## src/rtl/read_counter_bank.sv

```systemverilog
// Multi-channel angle read counter bank. Each channel's up/down steps are counted
// and also paced out to the AGC as rate-limited plus/minus pulses.
module read_counter_bank #(
    parameter int NCH       = 3,
    parameter int WIDTH     = 16,
    parameter int PEND_W    = 4,
    parameter int PULSE_DIV = 16
) (
    input  logic                   clk,
    input  logic                   rst_n,
    input  logic [NCH-1:0]         up,
    input  logic [NCH-1:0]         dn,
    input  logic [NCH-1:0]         cduz,
    output logic [NCH*WIDTH-1:0]   count,
    output logic [NCH-1:0]         pulse_p,
    output logic [NCH-1:0]         pulse_m,
    output logic [NCH-1:0]         sat
);

    localparam int TW = $clog2(PULSE_DIV);
    localparam logic [TW-1:0] TMAX = TW'(PULSE_DIV - 1);
    // Two guard bits hold pending + step - emit without overflow before clamping.
    localparam int EW = PEND_W + 2;
    localparam logic signed [EW-1:0] PMAX = EW'(2 ** (PEND_W - 1) - 1);
    localparam logic signed [EW-1:0] NMAX = -PMAX;

    logic [TW-1:0]                  timer_q, timer_d;
    logic                           tick;
    logic [NCH-1:0][WIDTH-1:0]      count_q, count_d;
    logic [NCH-1:0][PEND_W-1:0]     pend_q, pend_d;
    logic [NCH-1:0]                 sat_q, sat_d;
    logic [NCH-1:0]                 pulse_p_q, pulse_p_d;
    logic [NCH-1:0]                 pulse_m_q, pulse_m_d;
    logic [NCH-1:0]                 step_up, step_dn;
    logic signed [EW-1:0]           pend_ext [NCH];
    logic signed [EW-1:0]           step_s   [NCH];
    logic signed [EW-1:0]           emit_s   [NCH];
    logic signed [EW-1:0]           raw_s    [NCH];

    always_comb begin
        tick    = (timer_q == TMAX);
        timer_d = tick ? '0 : timer_q + TW'(1);
    end

    always_comb begin
        for (int i = 0; i < NCH; i++) begin
            step_up[i]   = up[i] & ~dn[i];
            step_dn[i]   = dn[i] & ~up[i];
            pend_ext[i]  = {{2{pend_q[i][PEND_W-1]}}, pend_q[i]};
            step_s[i]    = '0;
            emit_s[i]    = '0;
            pulse_p_d[i] = 1'b0;
            pulse_m_d[i] = 1'b0;
            count_d[i]   = count_q[i];
            pend_d[i]    = pend_q[i];
            sat_d[i]     = sat_q[i];

            if (step_up[i]) begin
                step_s[i]  = EW'(1);
                count_d[i] = count_q[i] + WIDTH'(1);
            end else if (step_dn[i]) begin
                step_s[i]  = '1;
                count_d[i] = count_q[i] - WIDTH'(1);
            end

            if (tick && !cduz[i]) begin
                if (!pend_q[i][PEND_W-1] && (|pend_q[i])) begin
                    emit_s[i]    = EW'(1);
                    pulse_p_d[i] = 1'b1;
                end else if (pend_q[i][PEND_W-1]) begin
                    emit_s[i]    = '1;
                    pulse_m_d[i] = 1'b1;
                end
            end

            raw_s[i] = pend_ext[i] + step_s[i] - emit_s[i];
            // Overflow drops only the AGC-side log; the read counter keeps the step.
            if (raw_s[i] > PMAX) begin
                pend_d[i] = PMAX[PEND_W-1:0];
                sat_d[i]  = 1'b1;
            end else if (raw_s[i] < NMAX) begin
                pend_d[i] = NMAX[PEND_W-1:0];
                sat_d[i]  = 1'b1;
            end else begin
                pend_d[i] = raw_s[i][PEND_W-1:0];
            end

            if (cduz[i]) begin
                count_d[i] = '0;
                pend_d[i]  = '0;
                sat_d[i]   = 1'b0;
            end
        end
    end

    always_ff @(posedge clk or negedge rst_n) begin
        if (!rst_n) begin
            timer_q   <= '0;
            count_q   <= '0;
            pend_q    <= '0;
            sat_q     <= '0;
            pulse_p_q <= '0;
            pulse_m_q <= '0;
        end else begin
            timer_q   <= timer_d;
            count_q   <= count_d;
            pend_q    <= pend_d;
            sat_q     <= sat_d;
            pulse_p_q <= pulse_p_d;
            pulse_m_q <= pulse_m_d;
        end
    end

    assign count   = count_q;
    assign pulse_p = pulse_p_q;
    assign pulse_m = pulse_m_q;
    assign sat     = sat_q;

endmodule

```

## config.mk

```make
export PLATFORM = sky130hd
export DESIGN_NAME = read_counter_bank
export DESIGN_NICKNAME = d
export VERILOG_FILES = /design/src/rtl/read_counter_bank.sv
export SDC_FILE = /design/constraint.sdc
export NUM_CORES = 1
export LEC_CHECK = 0
export BUFFER_PORTS_ARGS = -buffer_cell sky130_fd_sc_hd__buf_2
export CORE_MARGIN = 10
export CORE_UTILIZATION = 45
export DETAILED_ROUTE_END_ITERATION = 8
export GPL_TIMING_DRIVEN = 0
export PLACE_DENSITY = 0.68
export SLEW_MARGIN = 30
export SYNTH_ARGS = -nofsm -noshare
export SYNTH_HDL_FRONTEND = slang
export SYNTH_SLANG_ARGS = --single-unit
```

## constraint.sdc

```tcl
create_clock -name clk -period 4 [get_ports clk]
set_input_delay 0.6 -clock clk [delete_from_list [all_inputs] [get_ports clk]]
set_output_delay 0.6 -clock clk [all_outputs]
set_load 0.02 [all_outputs]
```

Word level (Yosys, flattened, before mapping)
Cells that the tools add are included.
Word-level totals
  bits in registers: 73
  input bits: 11
  output and inout bits: 57
  word-level logic and storage cells: 123
Operators by class
  add/subtract/negate cells: 13
  $lt $le $gt $ge: 6
  equal/unequal tests: 1
  mux-type cells: 58
  bitwise operators: 12
  reductions and logical operators: 21
Operators by type and width (number)
  $mux W16: 9
  $mux W6: 15
  $add A16 B1 Y16 const B: 3
  $sub A16 B1 Y16 const B: 3
  $mux W4: 10
  $mux W1: 24
  $add A4 B6 Y6: 3
  $gt A6 B4 Y1 const B: 3
  $lt A6 B4 Y1 const B: 3
  $reduce_bool A3 Y1: 6
  $sub A6 B6 Y6: 3
  $reduce_or A4 Y1: 3
  $and A1 B1 Y1: 6
  $logic_and A1 B1 Y1: 6
  $logic_not A1 Y1: 6
  $not A1 Y1: 6
  $add A4 B1 Y4 const B: 1
  $eq A4 B4 Y1 const B: 1

Depth between registers and ports, before layout
Gate-level depths: netlist of run 1.
  word-level depth: 10
  gate-level depth with buffers: 14
  gate-level depth less buffers: 14

Worst setup path before layout of run 1
No wires, ideal clock.
  path type: input -> register
  from: input cduz[0]
  to: register pend_q (netlist bit pend_ext[12])
  setup time: 0.136 ns
  arrival: 3.277 ns
  required time: 3.864 ns
  slack: 0.587 ns
  cell stages on the path: 11
  path buffers: 1
  path through: clkbuf_1 > or3_1 > fa_1 > inv_1 > fa_1 > nor2b_1 > o21ai_0 > nor3b_1 > or4_1 > mux2i_1 > a21oi_1
RTL lines
  start, declared: line 13  | input logic [NCH-1:0] cduz,
  end signal, assigned: line 107  | pend_q <= pend_d;
  end, declared: line 30  | logic [NCH-1:0][PEND_W-1:0] pend_q, pend_d;

Final worst setup path of run 1
  from: register timer_q[0]
  to: register sat_q[1], in the netlist sat[1]
Between the ends
  word-level cells in the longest chain between the ends: 7
  elaborated cells between the ends (all ways): 9
  classes of those cells: 1 x add/sub; 2 x order compare; 1 x eq/ne; 3 x mux; 2 x reduce/logical
RTL lines
  start, declared: line 27  | logic [TW-1:0] timer_q, timer_d;
  start signal, assigned: line 105  | timer_q <= timer_d;
  $eq A4 B4 Y1 (*): line 41  | tick = (timer_q == TMAX);
  $logic_and A1 B1 Y1 (*): line 66  | if (tick && !cduz[i]) begin
  $mux W6 (*): line 66
  $sub A6 B6 Y6 (*): line 76  | raw_s[i] = pend_ext[i] + step_s[i] - emit_s[i];
  $gt A6 B4 Y1: line 78  | if (raw_s[i] > PMAX) begin
  $mux W1: line 78
  $mux W1: line 88  | if (cduz[i]) begin
  end signal, assigned: line 108  | sat_q <= sat_d;
  end, declared: line 31  | logic [NCH-1:0] sat_q, sat_d;
Mark *: on every way between the ends. The rest lies on a longest branch, timed or not.
A chain may end at the register's enable or synchronous reset.

==> results.sh, run 1 <==
export IMPL_crit_path_end_kind="register"
export IMPL_ioPinCount=68
export IMPL_synth_edf_count=0
export IMPL_hold_viol_final=0
export IMPL_rsz0062_at_grt="false"
export IMPL_antenna_left=0
export IMPL_synth_common_cells="dfrtp_1 (73), ha_1 (67), inv_1 (66)"
export IMPL_synth_top_area_share=0.305
export IMPL_coreArea_um2=13100
export IMPL_cts_buffers_inserted=9
export IMPL_antenna_found_initial=0
export IMPL_status="finished clean"
export IMPL_htreeDepth=3
export IMPL_yosysMostFrequentCell="dfrtp_1"
export IMPL_grt_max_degree=42
export IMPL_cts_sinks=73
export IMPL_fmax_ghz=0.268
export IMPL_slew_viol_final=0
export IMPL_initial_core_util=0.456
export IMPL_setup_violations_final=0
export IMPL_arrival_ns=3.94
export IMPL_relSlewSlack=0.465
export IMPL_clock_path_buffers=2
export IMPL_antenna_cells=0
export IMPL_layout_min_cycle_time_ns=3.74
export IMPL_peakVddDrop_mv=0.311
export IMPL_drt_iter0_markers=232
export IMPL_drv_cap=0
export IMPL_rrSetupSlack_ns=0.26
export IMPL_grt_overflow=0
export IMPL_ys_seq_area_frac=0.305
export IMPL_fin_crit_sh=0.934
export IMPL_avgSynthCellArea_um2=8.96
export IMPL_crit_fanout=9
export IMPL_fp_dieH_um=135
export IMPL_holdWs_ns=0.206
export IMPL_critPathLaunchType="register"
export IMPL_route_vias_total=5229
export IMPL_dieArea_um2=18300
export IMPL_wirelength_um=14400
export IMPL_async_reset_ff_frac=1.00
export IMPL_worstRegToRegCells=12
export IMPL_io_buffers=67
export IMPL_required_ns=4.21
export IMPL_synth_flop_cell="dfrtp_1"
export IMPL_r2r_start="timer_q[0]"
export IMPL_clock_latency_ns=0.34
export IMPL_num_rows=42
export IMPL_die_w_um=135
export IMPL_ys_warn_count=0
export IMPL_viasPerCell=5.64
export IMPL_synth_area_leader_cell="dfrtp_1"
export IMPL_cellPowerDensity_nw_per_um2=749
export IMPL_cts_root_buffer="clkbuf_16"
export IMPL_grt_pass1_wl_um=24300
export IMPL_syn_nets=761
export IMPL_synth_area_um2=5990
export IMPL_finClkSkew_ns=0.00439
export IMPL_synth_area_leaders="dfrtp_1 (31%), ha_1 (14%), fa_1 (5.0%)"
export IMPL_grt_total_usage=0.158
export IMPL_critical_path_class="register to register"
export IMPL_drt_pass1_iterations=5
export IMPL_area_growth_syn_to_layout_pct=16.3
export IMPL_power_leakage_nw=3.43
export IMPL_post_drt_wl_per_cell_um=15.5
export IMPL_synthCells=668
export IMPL_min_path_type="input pin to async pin"
export IMPL_layout_nets=840
export IMPL_tns_ns=0
export IMPL_cts_tree="yes"
export IMPL_yosysUniqueCellTypes=67
export IMPL_cts_setup_buffers=0
export IMPL_path_clk_slew_ns=0.06
export IMPL_globalplace_congestion=0.876
export IMPL_dpl_hpwl_um=10900
export IMPL_tightest_slew_ns=0.797
export IMPL_worst_r2r_endpoint="sat[1]"
export IMPL_grt_pass1_vias=5248
export IMPL_drive_above_1_share=0.141
export IMPL_yosys_register_bits=73
export IMPL_drc=0
[layout make-up]
type	instances	area (um2)
Buffer	12	55.1
Clock buffer	9	225
Clock inverter	6	155
Fill cell	1230	6170
Inverter	66	248
Multi-Input combinational cell	517	3870
Sequential cell	73	1830
Tap cell	176	220
Timing Repair Buffer	68	365
[worst max-delay path: stages, from the launching register on]
cell and delay, ns:
dfrtp_1 0.41, ha_1 0.30, nand3_4 0.16, or3_1 0.38, fa_1 0.57, inv_1 0.07
fa_1 0.47, nor2b_1 0.12, o21ai_0 0.10, nor3b_1 0.19, or4_1 0.47, mux2i_1 0.24
a21oi_1 0.11
[cell families after synthesis]
group	synth area share
multiplexers	0.0123
XOR/XNOR	0.0395
AND/OR/NAND/NOR	0.178
adder cells (fa/ha/maj)	0.190
buffers and inverters	0.0506
AO/OA/AOI/OAI	0.224
flip-flops	0.305
[layer usage]
layer / wire (um) / global-route usage / vias up
li1: - / - / 2572
met1: 6500 / 0.196 / 2523
met2: 6860 / 0.263 / 114
met3: 709 / 0.0308 / 20
met4: 307 / 0.0688 / 0
met5: 0 / 0 / -
[flip-flops by register name, indices dropped and copies added (netlist names)]
register and cells:
timer_q 4, pulse_m 3, pulse_p 3, sat 3, count 48, pend_ext 12
[metrics by stage]
step | util | cell area [um2] | total power (W) | instances | worst slack [ns]
finish | 0.530 | 6960 | 0.00522 | 927 | 0.264
global route | 0.530 | 6960 | 0.00568 | 927 | 0.0312
CTS | 0.529 | 6950 | 0.00524 | 927 | 0.0342
detailed placement | 0.500 | 6570 | 0.00414 | 912 | 0.0644
global placement | 0.498 | 6540 | 0.00402 | 911 | 0.162
floorplan | - | 5990 | 0.00346 | 668 | 0.587
[report_power, final]
group / total [W] / internal, W / switching (W) / leakage, nW
Combinational: 0.00305 / 0.00128 / 0.00177 / 2.29
Sequential: 0.00111 / 0.000946 / 0.000166 / 0.957
Clock: 0.00106 / 0.000731 / 0.000328 / 0.185
[what timing repair did]
item	4_1_cts	5_1_grt
resized for setup	0	3
hold buffers	0	0
endpoints found under the setup margin	0	9
[placed cells by master, fill, tap and decap left out, types with 5 or more instances in the layout]
cell type,n
dfrtp_1,73
buf_2,67
ha_1,67
inv_1,66
o21ai_0,55
nand2_1,49
a21oi_1,40
nor2_1,40
a21o_1,21
nor3_1,18
nand2b_1,15
fa_1,15
or3_1,14
xor2_1,14
xnor2_1,13
nor2b_1,12
a211oi_1,12
nand3_1,12
nor3b_1,10
o21a_1,10
a32o_1,10
clkbuf_1,9
clkbuf_16,9
nor4_1,8
o21bai_1,5
bufinv_16,5
[how the worst max path moves through the flow]
| stage | startpoint | endpoint | slack, ns | cells after the start |
|---|---|---|---|---|
| after global placement | timer_q[0] | sat[1] | 0.16 | 12 |
| after floorplan | cduz[0] | pend_ext[12] | 0.59 | 11 |
| after detailed placement | timer_q[0] | sat[1] | 0.06 | 12 |
| after global routing | timer_q[0] | sat[1] | 0.03 | 12 |
| after CTS | timer_q[0] | sat[1] | 0.03 | 12 |
| final | timer_q[0] | sat[1] | 0.26 | 12 |
Note: power is estimated with default switching activity, not from simulation.
==> run 2: changes to the inputs <==
--- a/config.mk
+++ b/config.mk
@@ -7,10 +7,10 @@
 export LEC_CHECK = 0
 export BUFFER_PORTS_ARGS = -buffer_cell sky130_fd_sc_hd__buf_2
 export CORE_MARGIN = 10
-export CORE_UTILIZATION = 45
+export CORE_UTILIZATION = 50
 export DETAILED_ROUTE_END_ITERATION = 8
 export GPL_TIMING_DRIVEN = 0
-export PLACE_DENSITY = 0.68
+export PLACE_DENSITY = 0.74
 export SLEW_MARGIN = 30
 export SYNTH_ARGS = -nofsm -noshare
 export SYNTH_HDL_FRONTEND = slang
==> constraint.sdc (replaced) <==
create_clock -name clk -period 4.85 [get_ports clk]
set_input_delay 0.7275 -clock clk [delete_from_list [all_inputs] [get_ports clk]]
set_output_delay 0.7275 -clock clk [all_outputs]
set_load 0.02 [all_outputs]
==> run 2 against run 1 <==
Compared with the run above: register-to-register slack better by 0.61 ns; critical path depth unchanged; global-route usage increased by 1.4 points; sequential share of layout area increased by 0.54 points; non-clock buffer count did not move; clock-buffer cell count grew 5; routed wire length fell by 1.9%; critical path type unchanged; highest routed layer unchanged.
==> results.sh, run 2 (synthesis gave the netlist of run 1 again) <==
export IMPL_rrSetupSlack_ns=0.88
export IMPL_fmax_ghz=0.252
export IMPL_cts_buffers_inserted=9
export IMPL_status="finished clean"
export IMPL_antenna_left=0
export IMPL_min_path_type="input pin to async pin"
export IMPL_grt_max_degree=48
export IMPL_antenna_cells=0
export IMPL_tightest_slew_ns=0.747
export IMPL_grt_pass1_wl_um=23900
export IMPL_path_clk_slew_ns=0.06
export IMPL_peakVddDrop_mv=0.458
export IMPL_mostFrequentLayoutCell="dfrtp_1"
export IMPL_critPathLaunchType="register"
export IMPL_fp_dieH_um=129
export IMPL_place_inst=879
export IMPL_drt_pass1_iterations=5
export IMPL_grt_overflow=0
export IMPL_mostFrequentLayoutCells="dfrtp_1 (73), buf_2 (67), ha_1 (67)"
export IMPL_cts_root_buffer="clkbuf_16"
export IMPL_cpPeakStageDelay_ns=0.58
export IMPL_crit_path_end_kind="register"
export IMPL_critical_path_class="register to register"
export IMPL_hold_buffers=0
export IMPL_drc=0
export IMPL_dpl_hpwl_um=10600
export IMPL_rsz0062_at_grt="false"
export IMPL_multi_input_area_um2=3860
export IMPL_die_w_um=129
export IMPL_initial_core_util=0.518
export IMPL_num_rows=39
export IMPL_clock_latency_ns=0.34
export IMPL_power_leakage_nw=3.39
export IMPL_relSlewSlack=0.500
export IMPL_drive_above_1_share=0.140
export IMPL_p_total_w=0.00408
export IMPL_setup_violations_final=0
export IMPL_io_buffers=67
export IMPL_dieArea_um2=16700
export IMPL_layout_min_cycle_time_ns=3.97
export IMPL_viasPerCell=5.79
export IMPL_slowest_stage="fa_1"
export IMPL_wirelength_um=14100
export IMPL_cts_sinks=73
export IMPL_cts_resized=0
export IMPL_required_ns=5.05
export IMPL_drt_iter0_markers=262
export IMPL_drv_cap=0
export IMPL_tns_ns=0
export IMPL_cellPowerDensity_nw_per_um2=598
export IMPL_ioPinCount=68
export IMPL_crit_chain="ha_1 -> nand3_1 -> or3_1 -> fa_1 -> inv_1 -> fa_1 -> nor2b_1 -> o21ai_0 -> a21boi_0 -> o21ai_0 -> mux2i_1 -> a21oi_1"
export IMPL_fin_crit_sh=0.819
export IMPL_hold_viol_final=0
export IMPL_antenna_found_initial=0
export IMPL_crit_fanout=9
export IMPL_globalplace_congestion=0.910
export IMPL_arrival_ns=4.17
export IMPL_finish_utilization=0.590
export IMPL_layoutNonFillerInstCount=895
export IMPL_cts_tree="yes"
export IMPL_finClkSkew_ns=0.00477
export IMPL_clock_path_buffers=2
export IMPL_slew_viol_final=0
export IMPL_grt_pass1_vias=5271
export IMPL_layout_nets=840
export IMPL_area_growth_syn_to_layout_pct=14.0
export IMPL_grt_total_usage=0.172
export IMPL_coreArea_um2=11600
export IMPL_holdWs_ns=0.308
export IMPL_regArea_um2=1830
export IMPL_nFillCells=1007
export IMPL_post_drt_wl_per_cell_um=15.8
export IMPL_largest_reg_flops=48
export IMPL_cts_setup_buffers=0
export IMPL_route_vias_total=5183
export IMPL_htreeDepth=3
## run 2: cell types whose count changed in the layout (fill, tap and decap cells not counted)
cell and delta:
nand3_4 -1, a21boi_0 +1, a21boi_1 -1, clkinv_2 +1, clkbuf_8 +4, clkbuf_1 +1
bufinv_16 -5, nand3_1 +1
## run 2: report_power, final
group          internal, W  switching, W
Combinational      0.00105       0.00145
Clock             0.000401      0.000263
Sequential        0.000780      0.000136
## run 2: area by class of cell
class                   instances  share of cell area
multi-input cells             517               0.565
flip-flops and latches         73               0.268
repair buffers                 68              0.0535
clock buffers                  14              0.0416
inverters                      66              0.0363
well taps                     143              0.0262
plain buffers                  12             0.00807
clock inverters                 2             0.00147
## run 2: critical path, delay by kind of cell (launching register included)
family          cells  cell delay, ns
simple gates        3            0.95
flops               1            0.40
mux                 1            0.27
buf+inv             1            0.06
compound gates      4            0.87
fa+ha+maj           3            1.28
## run 2: final timing paths
check                             from         end  cells after the start
max reg2reg                 timer_q[0]      sat[0]                     12
min reg2reg                pend_ext[9]  pulse_p[1]                      1
min in group clk           pend_ext[9]  pulse_p[1]                      1
max in group asynchronous        rst_n   count[38]                      2
max                         timer_q[0]      sat[0]                     12
min                              rst_n   count[10]                      1
## run 2: metal layers
layer  track usage  vias up  wire length (um)
met1         0.202     2474              6400
li1              -     2584                 -
met4        0.0642        0               238
met5             0        -                 0
met3        0.0318       20               534
met2         0.306      105              6930
## run 2: stage by stage
step	instance area, um2	setup slack [ns]
after floorplan	5990	1.31
after global routing	6820	0.491
final	6820	0.877
after global placement	6500	0.942
after detailed placement	6530	0.825
after CTS	6820	0.863
==> run 3: changes to the inputs <==
==> constraint.sdc (replaced) <==
create_clock -name clk -period 3.8 [get_ports clk]
set_input_delay 0.57 -clock clk [delete_from_list [all_inputs] [get_ports clk]]
set_output_delay 0.57 -clock clk [all_outputs]
set_load 0.02 [all_outputs]
==> run 3 against run 2 <==
Compared with the run above: cell area up 0.73%; non-clock buffer count up 1; critical path depth up 1; worst hold slack worse by 0.16 ns; final cell count up 0.11%; critical endpoint is now pend_ext[12]; largest cell class unchanged; largest power group unchanged.
==> results.sh, run 3 (synthesis gave the netlist of run 1 again) <==
export IMPL_finClkSkew_ns=0.00489
export IMPL_cp_common_cell="inv_1"
export IMPL_mostFrequentLayoutCells="dfrtp_1 (72), buf_2 (67), inv_1 (66), ha_1 (66), o21ai_0 (55)"
export IMPL_cpPeakStageDelay_ns=0.54
export IMPL_cellPowerDensity_nw_per_um2=763
export IMPL_htreeDepth=3
export IMPL_drt_pass1_iterations=5
export IMPL_nFillCells=999
export IMPL_antenna_left=0
export IMPL_layout_min_cycle_time_ns=3.56
export IMPL_status="finished clean"
export IMPL_layoutNonFillerInstCount=896
export IMPL_initial_core_util=0.518
export IMPL_place_inst=879
export IMPL_path_clk_slew_ns=0.06
export IMPL_route_vias_total=5188
export IMPL_fp_dieH_um=129
export IMPL_io_buffers=67
export IMPL_peakVddDrop_mv=0.585
export IMPL_dpl_hpwl_um=10600
export IMPL_final_cell_area_um2=6870
export IMPL_power_leakage_nw=3.40
export IMPL_hold_viol_final=0
export IMPL_fin_crit_sh=0.937
export IMPL_grt_pass1_wl_um=23900
export IMPL_globalplace_congestion=0.910
export IMPL_area_growth_syn_to_layout_pct=14.8
export IMPL_dieArea_um2=16700
export IMPL_die_w_um=129
export IMPL_min_path_type="input pin to async pin"
export IMPL_grt_max_degree=48
export IMPL_layout_nets=841
export IMPL_grt_pass1_vias=5290
export IMPL_clock_path_buffers=2
export IMPL_num_rows=39
export IMPL_slew_viol_final=0
export IMPL_post_drt_wl_per_cell_um=15.8
export IMPL_slowest_stage="or4_1"
export IMPL_mostFrequentLayoutCell="dfrtp_1"
export IMPL_cts_root_buffer="clkbuf_16"
export IMPL_grt_overflow=0
export IMPL_ioPinCount=68
export IMPL_grt_total_usage=0.172
export IMPL_antenna_cells=0
export IMPL_critPathLaunchType="register"
export IMPL_relSlewSlack=0.506
export IMPL_setup_violations_final=0
export IMPL_coreArea_um2=11600
export IMPL_drc=0
export IMPL_crit_path_end_kind="register"
export IMPL_arrival_ns=3.76
export IMPL_cts_sinks=73
export IMPL_crit_fanout=9
export IMPL_drt_iter0_markers=251
export IMPL_viasPerCell=5.79
export IMPL_largest_reg_flops=48
export IMPL_required_ns=4.00
export IMPL_cts_tree="yes"
export IMPL_antenna_found_initial=0
export IMPL_cts_buffers_inserted=9
export IMPL_clock_latency_ns=0.34
export IMPL_crit_chain="ha_4 -> nand3_4 -> or3_4 -> inv_1 -> fa_1 -> inv_1 -> ha_1 -> nor2b_1 -> o21ai_0 -> a21boi_1 -> or4_1 -> mux2i_2 -> a21oi_1"
export IMPL_hold_buffers=0
export IMPL_drv_cap=0
export IMPL_placed_area_um2=6530
export IMPL_tightest_slew_ns=0.736
export IMPL_wirelength_um=14200
export IMPL_critical_path_class="register to register"
export IMPL_fmax_ghz=0.281
export IMPL_drive_above_1_share=0.150
run 3: cell count changes in the layout (fill, tap and decap cells not counted), sizes merged:
cell and delta:
buf +1
run 3: cell type report:
cell class / instances / area (um2) / share of cell area
timing repair buffer: 69 / 373 / 0.0542
multi-input combinational: 517 / 3900 / 0.567
inverter: 66 / 248 / 0.0360
clock buffer: 14 / 284 / 0.0413
sequential: 73 / 1830 / 0.266
buffer: 12 / 55.1 / 0.00801
clock inverter: 2 / 10.0 / 0.00146
tap: 143 / 179 / 0.0260
run 3: path summary, 6_finish.rpt:
kind	startpoint	endpoint	slack, ns	cells after the start
setup / recovery	timer_q[1]	pend_ext[12]	0.24	13
hold / removal	rst_n	count[10]	0.15	1
setup reg to reg	timer_q[1]	pend_ext[12]	0.24	13
hold reg to reg	pend_ext[9]	pulse_p[1]	0.46	1
max in group asynchronous	rst_n	timer_q[0]	3.07	2
min in group clk	pend_ext[9]	pulse_p[1]	0.46	1
run 3: worst max-delay path: cells and delay by family, from the launching register on:
| kind | cells | cell delay, ns |
|---|---|---|
| buf+inv | 2 | 0.23 |
| mux | 1 | 0.22 |
| fa+ha+maj | 3 | 0.85 |
| compound gates | 3 | 0.51 |
| flops | 1 | 0.40 |
| simple gates | 4 | 1.21 |
run 3: timing repair:
| action | CTS | global route |
|---|---|---|
| buffers inserted | 0 | 1 |
| endpoints found under the setup margin | 6 | 9 |
| resized for setup | 2 | 9 |
| pin swaps | 0 | 0 |
run 3: power breakdown:
group / total (W) / internal, W / switching [W]
registers: 0.00117 / 0.000995 / 0.000174
logic: 0.00323 / 0.00136 / 0.00187
clock network: 0.000847 / 0.000512 / 0.000335
run 3: metrics by stage:
step | setup TNS (ns) | total power, W | worst slack [ns] | utilization | hold WS (ns)
after floorplan | 0 | 0.00364 | 0.391 | - | 0.274
after global placement | 0 | 0.00421 | 0.00208 | 0.562 | 0.457
after detailed placement | -0.428 | 0.00435 | -0.150 | 0.565 | 0.464
after CTS | 0 | 0.00524 | 0.0544 | 0.591 | 0.158
after global routing | -0.0785 | 0.00573 | -0.0457 | 0.594 | 0.165
final | 0 | 0.00524 | 0.239 | 0.594 | 0.152
run 3: metal layers:
layer / vias up / track usage / wire length, um
met1: 2471 / 0.201 / 6390
met4: 0 / 0.0642 / 206
met5: - / 0 / 0
met3: 20 / 0.0318 / 542
met2: 108 / 0.308 / 7040
li1: 2589 / - / -
